## src/rtl/riscv_ctrl_pkg.sv

```systemverilog
// Shared types and helpers for the RV32I fetch/PC control path.
package riscv_ctrl_pkg;

    typedef enum logic [2:0] {
        StBoot,
        StFetchReq,
        StFetchWait,
        StExec,
        StHalt
    } ctrl_state_e;

    localparam logic [31:0] EBREAK_INSN = 32'h0010_0073;
    localparam logic [31:0] INSN_BYTES  = 32'd4;

    // Instruction fetch requires word alignment.
    function automatic logic is_misaligned(input logic [31:0] addr);
        return |(addr & 32'h0000_0003);
    endfunction

endpackage

```

## src/rtl/pc_target_sel.sv

```systemverilog
// Selects the PC that follows a retiring instruction: sequential, redirect, or trap vector.
module pc_target_sel
    import riscv_ctrl_pkg::*;
(
    input  logic [31:0] pc,
    input  logic        redirect_valid,
    input  logic [31:0] redirect_target,
    input  logic [31:0] trap_vector,
    output logic [31:0] target,
    output logic        misaligned
);

    logic [31:0] seq_pc;
    logic [31:0] raw_target;

    always_comb begin
        seq_pc     = pc + INSN_BYTES;
        raw_target = redirect_valid ? redirect_target : seq_pc;
        // Sequential PC+4 stays aligned (and wraps silently), so only redirects can trap.
        misaligned = redirect_valid && is_misaligned(raw_target);
        target     = misaligned ? trap_vector : raw_target;
    end

endmodule

```

## src/rtl/pc_fetch_controller.sv

```systemverilog
// PC sequencing and instruction fetch FSM with redirect, trap, halt/resume and retire count.
module pc_fetch_controller
    import riscv_ctrl_pkg::*;
#(
    parameter logic [31:0] RESET_VECTOR = 32'h0000_0000,
    parameter logic [31:0] TRAP_VECTOR  = 32'h0000_0100
) (
    input  logic        clk,
    input  logic        rst,
    input  logic [31:0] PC,
    output logic [31:0] PC_Next,
    output logic        imem_req,
    output logic [31:0] imem_addr,
    input  logic        imem_ready,
    input  logic        imem_rvalid,
    input  logic [31:0] imem_rdata,
    output logic [31:0] instr,
    output logic        instr_valid,
    input  logic        exec_done,
    input  logic        redirect_valid,
    input  logic [31:0] redirect_target,
    input  logic        halt_req,
    input  logic        resume,
    output logic        halted,
    output logic        trap,
    output logic [31:0] trap_addr,
    output logic [31:0] retired
);

    ctrl_state_e state_q;
    logic [31:0] instr_q;
    logic        instr_valid_q;
    logic [31:0] trap_addr_q;
    logic [31:0] retired_q;

    logic [31:0] sel_target;
    logic        sel_misaligned;
    logic        retire;

    pc_target_sel u_target_sel (
        .pc              (PC),
        .redirect_valid  (redirect_valid),
        .redirect_target (redirect_target),
        .trap_vector     (TRAP_VECTOR),
        .target          (sel_target),
        .misaligned      (sel_misaligned)
    );

    assign retire = (state_q == StExec) && exec_done;

    always_comb begin
        PC_Next = PC;
        case (state_q)
            StBoot:  PC_Next = RESET_VECTOR;
            StExec:  if (exec_done) PC_Next = sel_target;
            default: PC_Next = PC;
        endcase
    end

    assign imem_req    = (state_q == StFetchReq);
    assign imem_addr   = PC;
    assign instr       = instr_q;
    assign instr_valid = instr_valid_q;
    assign halted      = (state_q == StHalt);
    assign trap        = retire && sel_misaligned;
    assign trap_addr   = trap_addr_q;
    assign retired     = retired_q;

    always_ff @(posedge clk or negedge rst) begin
        if (!rst) begin
            state_q       <= StBoot;
            instr_q       <= 32'h0;
            instr_valid_q <= 1'b0;
            trap_addr_q   <= 32'h0;
            retired_q     <= 32'h0;
        end else begin
            case (state_q)
                StBoot: state_q <= StFetchReq;
                StFetchReq: begin
                    if (imem_ready) state_q <= StFetchWait;
                end
                StFetchWait: begin
                    if (imem_rvalid) begin
                        instr_q       <= imem_rdata;
                        instr_valid_q <= 1'b1;
                        state_q       <= StExec;
                    end
                end
                StExec: begin
                    if (exec_done) begin
                        retired_q     <= retired_q + 32'd1;
                        instr_valid_q <= 1'b0;
                        // A misaligned target can only come from a redirect.
                        if (sel_misaligned) trap_addr_q <= redirect_target;
                        // halt_req is only honoured at the instruction boundary.
                        if (instr_q == EBREAK_INSN || halt_req) state_q <= StHalt;
                        else state_q <= StFetchReq;
                    end
                end
                StHalt: begin
                    if (resume) state_q <= StFetchReq;
                end
                default: state_q <= StBoot;
            endcase
        end
    end

endmodule

```

## config.mk

```make
export PLATFORM = sky130hd
export DESIGN_NAME = pc_fetch_controller
export DESIGN_NICKNAME = d
export VERILOG_FILES = /design/src/rtl/riscv_ctrl_pkg.sv /design/src/rtl/pc_target_sel.sv /design/src/rtl/pc_fetch_controller.sv
export SDC_FILE = /design/constraint.sdc
export NUM_CORES = 1
export LEC_CHECK = 0
export BUFFER_PORTS_ARGS = -buffer_cell sky130_fd_sc_hd__buf_2
export CORE_ASPECT_RATIO = 0.9
export CORE_MARGIN = 2
export CORE_UTILIZATION = 40
export DETAILED_ROUTE_END_ITERATION = 7
export PLACE_DENSITY = 0.71
export SLEW_MARGIN = 20
export SYNTH_ARGS = -nofsm -noshare
export SYNTH_HDL_FRONTEND = slang
export SYNTH_SLANG_ARGS = --single-unit
```

## constraint.sdc

```tcl
create_clock -name clk -period 3.6 [get_ports clk]
set_input_delay 0.9 -clock clk [delete_from_list [all_inputs] [get_ports clk]]
set_output_delay 0.9 -clock clk [all_outputs]
set_load 0.005 [all_outputs]
```

==> results of run 1 <==
final timing paths:
kind                            slack, ps                     from                        end  cells after the start
worst max-delay path                  140                   PC[13]                PC_Next[23]                      8
worst min-delay path                  470  retired[31]$_DFFE_PN0P_    retired[31]$_DFFE_PN0P_                      1
worst max register to register       1320   state_q[0]$_DFFE_PN0P_    retired[20]$_DFFE_PN0P_                      5
worst min register to register        470  retired[31]$_DFFE_PN0P_    retired[31]$_DFFE_PN0P_                      1
max in group asynchronous            2320                      rst    retired[20]$_DFFE_PN0P_                      2
min in group asynchronous             550                      rst  trap_addr[11]$_DFFE_PN0P_                      1
state kept, by name (all words and copies together) (netlist names):
signal,flops
instr_valid,1
retired,32
trap_addr,32
instr,32
state_q,3
through the flow:
stage | setup WS [ps] | power, mW | area [µm²] | utilization [%]
2_1_floorplan | 543 | 2.67 | 5650 | -
3_3_place_gp | 135 | 3.51 | 7030 | 50.5
3_5_place_dp | 109 | 3.56 | 7030 | 50.5
4_1_cts | 104 | 4.57 | 7320 | 52.7
5_1_grt | 53.6 | 4.82 | 7340 | 52.8
6_report | 144 | 4.51 | 7340 | 52.8
repair_timing:
item,4_1_cts,5_1_grt
setup buffers,0,2
gates resized for setup,0,1
endpoints found under the setup margin,0,4
metal layers:
layer  share of wire [%]  GRT usage [%]  vias to the layer above
li1                    -              -                     2404
met1                  44           28.3                     2468
met2                  46           30.5                      214
met3                 8.3           7.14                       17
met4                 1.4           5.29                        0
met5                   0              0                        -
area by class of cell:
| class | instances | area [µm²] | share of cell area (%) |
|---|---|---|---|
| multi-input cells | 367 | 2760 | 37.5 |
| flip-flops and latches | 100 | 2500 | 34.1 |
| repair buffers | 287 | 1500 | 20.4 |
| well taps | 193 | 241 | 3.29 |
| clock buffers | 9 | 225 | 3.07 |
| clock inverters | 6 | 71.3 | 0.971 |
| inverters | 12 | 45.0 | 0.613 |
placed cells by master (no fill, tap or decap), types with 2 or more instances in the layout:
cell type / n
a41oi_1: 2
nor3b_1: 2
nor4_2: 8
buf_4: 20
nor4_1: 7
nand3_2: 2
nor3_1: 13
ha_1: 2
o211ai_1: 5
o221ai_1: 2
o21ai_1: 2
xor2_1: 23
a22oi_1: 9
and4_1: 4
inv_6: 2
xnor2_1: 17
nand3_1: 18
buf_2: 266
and3_1: 8
nor2_1: 24
a31oi_1: 7
mux2_2: 64
inv_1: 12
nand2_1: 45
or3_1: 2
a21oi_1: 11
o21a_1: 3
nand2b_1: 2
nand4_1: 13
o311ai_0: 4
o21ai_0: 36
or2_1: 2
nor4b_1: 4
nor4_4: 4
dfrtp_1: 100
nand4_4: 2
clkbuf_16: 9
where the power goes:
part	internal, mW	switching (mW)
combinational	0.921	0.779
clock	0.544	0.441
sequential	1.52	0.299
cells by family after synthesis:
logic type	count (synthesis)	synth area share, %
AND/OR/NAND/NOR	172	19.1
flip-flops	100	44.3
AO/OA/AOI/OAI	88	9.65
buffers and inverters	70	7.39
multiplexers	65	12.9
XOR/XNOR	40	6.20
adder cells (fa/ha/maj)	2	0.443
==> metrics.txt, run 1 <==
Die ar. between 15000 and 20000 µm²; dpl hpwl between 10000 and 15000 µm; Post-Synthesis Cells roughly 540; Final Hold Vio Count 0; CTS Hold Buffers Added 0; CP Cell Sequence buf_2 -> nand3_1 -> buf_4 -> nor4_4 -> buf_4 -> nand3_1 -> o311ai_0 -> buf_2; fin crit share roughly 96%; Worst-Skew Late Latency between 300 and 400 ps; first-pass detailed-route iteration total 5; Fin Setup TNS 0 ps; CTS HTree Levels 3; Initial Utilization between 40% and 50%; layout cell share with drive strength beyond 1 49.9%; Die Height between 100 and 150 µm; Mapped Area 5650 µm²; Worst Tran Pin Value ~640 ps; area share of the largest cell type after synthesis ~44%; GRT overflow 0; Critical Path Sink Type output port; area leader, netlist dfrtp_1; # IOs roughly 270; total CTS buffers 9; RSZ-0062 raised after global routing no; site row count roughly 40; Worst EP arrival roughly 2600 ps; most numerous cell in the Yosys netlist dfrtp_1; IO Port Bufs 267; # diodes 0; first-pass GRT wire length roughly 24000 µm; synthesized net count ~640; FF+latch count, synth 100; Max-Cap Viols 0; Detail Route Antenna Nets 0; CP bufs+invs 4; pin count of the biggest net entering global routing between 50 and 60; top cells by instance count after synthesis dfrtp_1, mux2_2, nand2_1; post-synthesis sequential area ratio 44.3%; Routed WL around 16000 µm; P&R area growth vs syn 29.9%; Syn Area/Cell between 10 and 15 µm²; Leak Pwr ~3.6 nW; Max-slew headroom between 50% and 60%; Tmin final 3460 ps; cell area power density roughly 600 nW/µm²; Residual DRC 0; Largest stage delay, worst path roughly 330 ps; Detailed Route Iter0 Violations between 300 and 400; Fill cells about 1300; Max Clock Freq roughly 0.29 GHz; GR Util All Layers between 20 and 25%; max-slew violation count 0; CTS root buffer clkbuf_16; Max Buffers Root-to-Sink 2; Setup CP Type in2out; Die Wd roughly 130 µm; clock tree from TritonCTS done; Vias 5103; clock transition at the registers of the reported paths about 60 ps; EDFF count, synth 0; status finished clean; Final GP Congestion roughly 0.9; CP delay by family, top buffers and inverters; worst path required time ~2700 ps; CP Launch Type input port; Hold Crit Class reg2reg; asr flop ratio synth between 90% and 100%; largest cells by area after synthesis dfrtp_1, mux2_2, buf_4; endpoints failing setup 0; Worst path slowest cell o311ai_0; post-synth cell types 56; Fin Hold WS around 470 ps; number of global-route vias before repair 4595; TritonCTS Sinks 100; most frequently used flop master after synthesis dfrtp_1; Vias/cell approximately 5.2; DR WL/cell about 16 µm; placed instance count 957; Final #Nets roughly 880; Synth warnings 0; Core ar. 13900 µm²; VDD IR max around 0.43 mV; Finished Layout Cells just under 1000; Setup Skew between 10 and 15 ps; initial antenna violation count 0; crit-path max FO 7
(Power assumes the default switching activity.)
==> inputs of run 2 (changes only) <==
--- a/config.mk
+++ b/config.mk
@@ -6,11 +6,12 @@
 export NUM_CORES = 1
 export LEC_CHECK = 0
 export BUFFER_PORTS_ARGS = -buffer_cell sky130_fd_sc_hd__buf_2
+export CAP_MARGIN = 40
 export CORE_ASPECT_RATIO = 0.9
 export CORE_MARGIN = 2
 export CORE_UTILIZATION = 40
 export DETAILED_ROUTE_END_ITERATION = 7
-export PLACE_DENSITY = 0.71
+export PLACE_DENSITY = 0.73
 export SLEW_MARGIN = 20
 export SYNTH_ARGS = -nofsm -noshare
 export SYNTH_HDL_FRONTEND = slang
==> constraint.sdc (replaced) <==
create_clock -name clk -period 3.1 [get_ports clk]
set_input_delay 0.775 -clock clk [delete_from_list [all_inputs] [get_ports clk]]
set_output_delay 0.775 -clock clk [all_outputs]
set_load 0.005 [all_outputs]
==> metrics.txt, run 2 (same netlist as run 1, synthesis figures left out) <==
cell depth of the worst flop-to-flop path 7; clock tree from TritonCTS done; endpoints failing setup 0; Max Clock Freq roughly 0.33 GHz; CP delay by family, top buffers and inverters; # IOs between 200 and 300; first-pass GRT wire length 24800 µm; GR Util All Layers about a fifth; Final Hold Vio Count 0; DR WL/cell 16.5 µm; P_sw 1.78 mW; Die Height about 120 µm; VDD IR max roughly 0.55 mV; CP bufs+invs 4; Residual DRC 0; site row count just over 40; worst path required time ~2300 ps; number of global-route vias before repair roughly 4800; RR Endpoint retired[20]$_DFFE_PN0P_; GRT overflow 0; Setup Skew approximately 4.5 ps; share of power burned in registers between 30% and 40%; layout cell share with drive strength beyond 1 between 50 and 60%; Worst path slowest cell ha_2; TritonCTS Sinks 100; Pint between 3 and 4 mW; status finished clean; post-route total power 5.39 mW; Setup CP Type in2out; Worst-Skew Late Latency ~340 ps; Worst Tran Pin Value around 600 ps; placed instance count 980; cell area power density ~700 nW/µm²; final core occ 55.0%; Fill cells 1251; Critical Path Sink Type output port; switching share of total power between 30% and 40%; total CTS buffers 9; RSZ-0062 raised after global routing yes; clock transition at the registers of the reported paths ~70 ps; CTS HTree Levels 3; max-slew violation count 0; cell depth of the worst setup path 10; commonest non-fill, non-tap cells in the layout buf_2, dfrtp_1, mux2_2; Core ar. between 10000 and 15000 µm²; CP Launch Type input port; Vias/cell 5.21; CTS root buffer clkbuf_16; Initial Utilization approximately two fifths; first-pass detailed-route iteration total 5; Max Buffers Root-to-Sink 2; Vias about 5200; IO Port Bufs between 200 and 300; Routed WL about 16000 µm; Finished Layout Cells about 1000; Final GP Congestion between 0.8 and 0.9; Die Wd approximately 130 µm; CP Cell Sequence buf_4 -> ha_2 -> nand3_4 -> buf_4 -> nor3_2 -> buf_4 -> nand4_1 -> xnor2_1 -> o21ai_0 -> buf_2; commonest non-fill, non-tap cell in the layout buf_2; most used cell, CP buf_4; combinational power share between 30% and 40%; Fin Hold WS between 400 and 500 ps; Detail Route Antenna Nets 0; crit-path max FO 8; Hold Crit Class in2async; P&R area growth vs syn 35.3%; RR Startpoint state_q[2]$_DFFE_PN0P_; Max-slew headroom around 60%; Largest stage delay, worst path roughly 210 ps; initial antenna violation count 0; Leak Pwr between 3 and 4 nW; Detailed Route Iter0 Violations 459; pin count of the biggest net entering global routing 56; fin crit share a little over nine tenths; Worst EP arrival about 2300 ps; Final #Nets 907; crit path to PC_Next[30]; # diodes 0; Clk pwr share 23.2%; Worst Setup SP PC[2]; dpl hpwl 12500 µm; Max-Cap Viols 0; Tmin final a little over 3000 ps; r2r setup slk 1020 ps; Die ar. between 15000 and 20000 µm²
==> run 2: changes by cell type in the layout (fill, tap and decap cells not counted), moves of 2 or more <==
cell and delta:
o311ai_0 -2, clkinv_4 +2, buf_4 +20, o311ai_1 +2, buf_2 -2, inv_6 -2, buf_12 +3, nand3_4 +2
buf_6 +3
==> run 2: power groups by stage <==
| stage | combinational (mW) | clock [mW] | sequential, mW |
|---|---|---|---|
| floorplan | 0.992 | 0 | 2.11 |
| global route | 2.22 | 1.35 | 2.19 |
| CTS | 2.03 | 1.29 | 2.12 |
| detailed placement | 2.02 | 0 | 2.14 |
| global placement | 2.00 | 0 | 2.12 |
| finish | 2.02 | 1.25 | 2.12 |
==> run 2: how the worst min path moves through the flow <==
stage	to	start	slack (ps)
after global placement	retired[31]$_DFFE_PN0P_	retired[31]$_DFFE_PN0P_	450
after global routing	trap_addr[5]$_DFFE_PN0P_	rst	460
after floorplan	retired[31]$_DFFE_PN0P_	retired[31]$_DFFE_PN0P_	460
final	trap_addr[5]$_DFFE_PN0P_	rst	430
after detailed placement	retired[31]$_DFFE_PN0P_	retired[31]$_DFFE_PN0P_	460
after CTS	trap_addr[3]$_DFFE_PN0P_	rst	440
==> run 2: metrics by stage <==
| step | TNS (ps) | cell area, µm² | worst slack [ps] |
|---|---|---|---|
| finish | 0 | 7650 | 74.7 |
| global placement | -52.9 | 7240 | -18.6 |
| global route | -88.4 | 7650 | -31.0 |
| CTS | 0 | 7590 | 37.1 |
| floorplan | 0 | 5650 | 293 |
| detailed placement | -139 | 7240 | -44.6 |
==> run 2: layer usage <==
metal  track usage (%)  up-vias  routed length (µm)
met5                 0        -                   0
met4              4.86        0                 243
met3              6.32       21                1170
met2              32.0      220                7820
met1              29.2     2514                7260
li1                  -     2454                   -
==> run 2: cell type report <==
| class | instances | area (µm²) | area share (%) |
|---|---|---|---|
| Timing Repair Buffer | 311 | 1740 | 22.7 |
| Multi-Input combinational cell | 367 | 2790 | 36.5 |
| Inverter | 12 | 45.0 | 0.589 |
| Clock inverter | 7 | 108 | 1.41 |
| Sequential cell | 100 | 2500 | 32.7 |
| Clock buffer | 9 | 225 | 2.94 |
| Tap cell | 193 | 241 | 3.16 |
==> run 2: timing repair <==
item                       in CTS  in global routing
gates resized for setup         3                 12
hold buffers                    0                  0
setup endpoints to repair       4                 10
setup buffers                   1                  2
pin swaps                       1                  5
==> run 2: worst reg2reg max path: cells and delay by family, from the launching register on <==
| family | cells | cell delay, ps |
|---|---|---|
| flops | 1 | 500 |
| buf+inv | 2 | 410 |
| simple gates | 4 | 930 |
| xor+xnor | 1 | 170 |
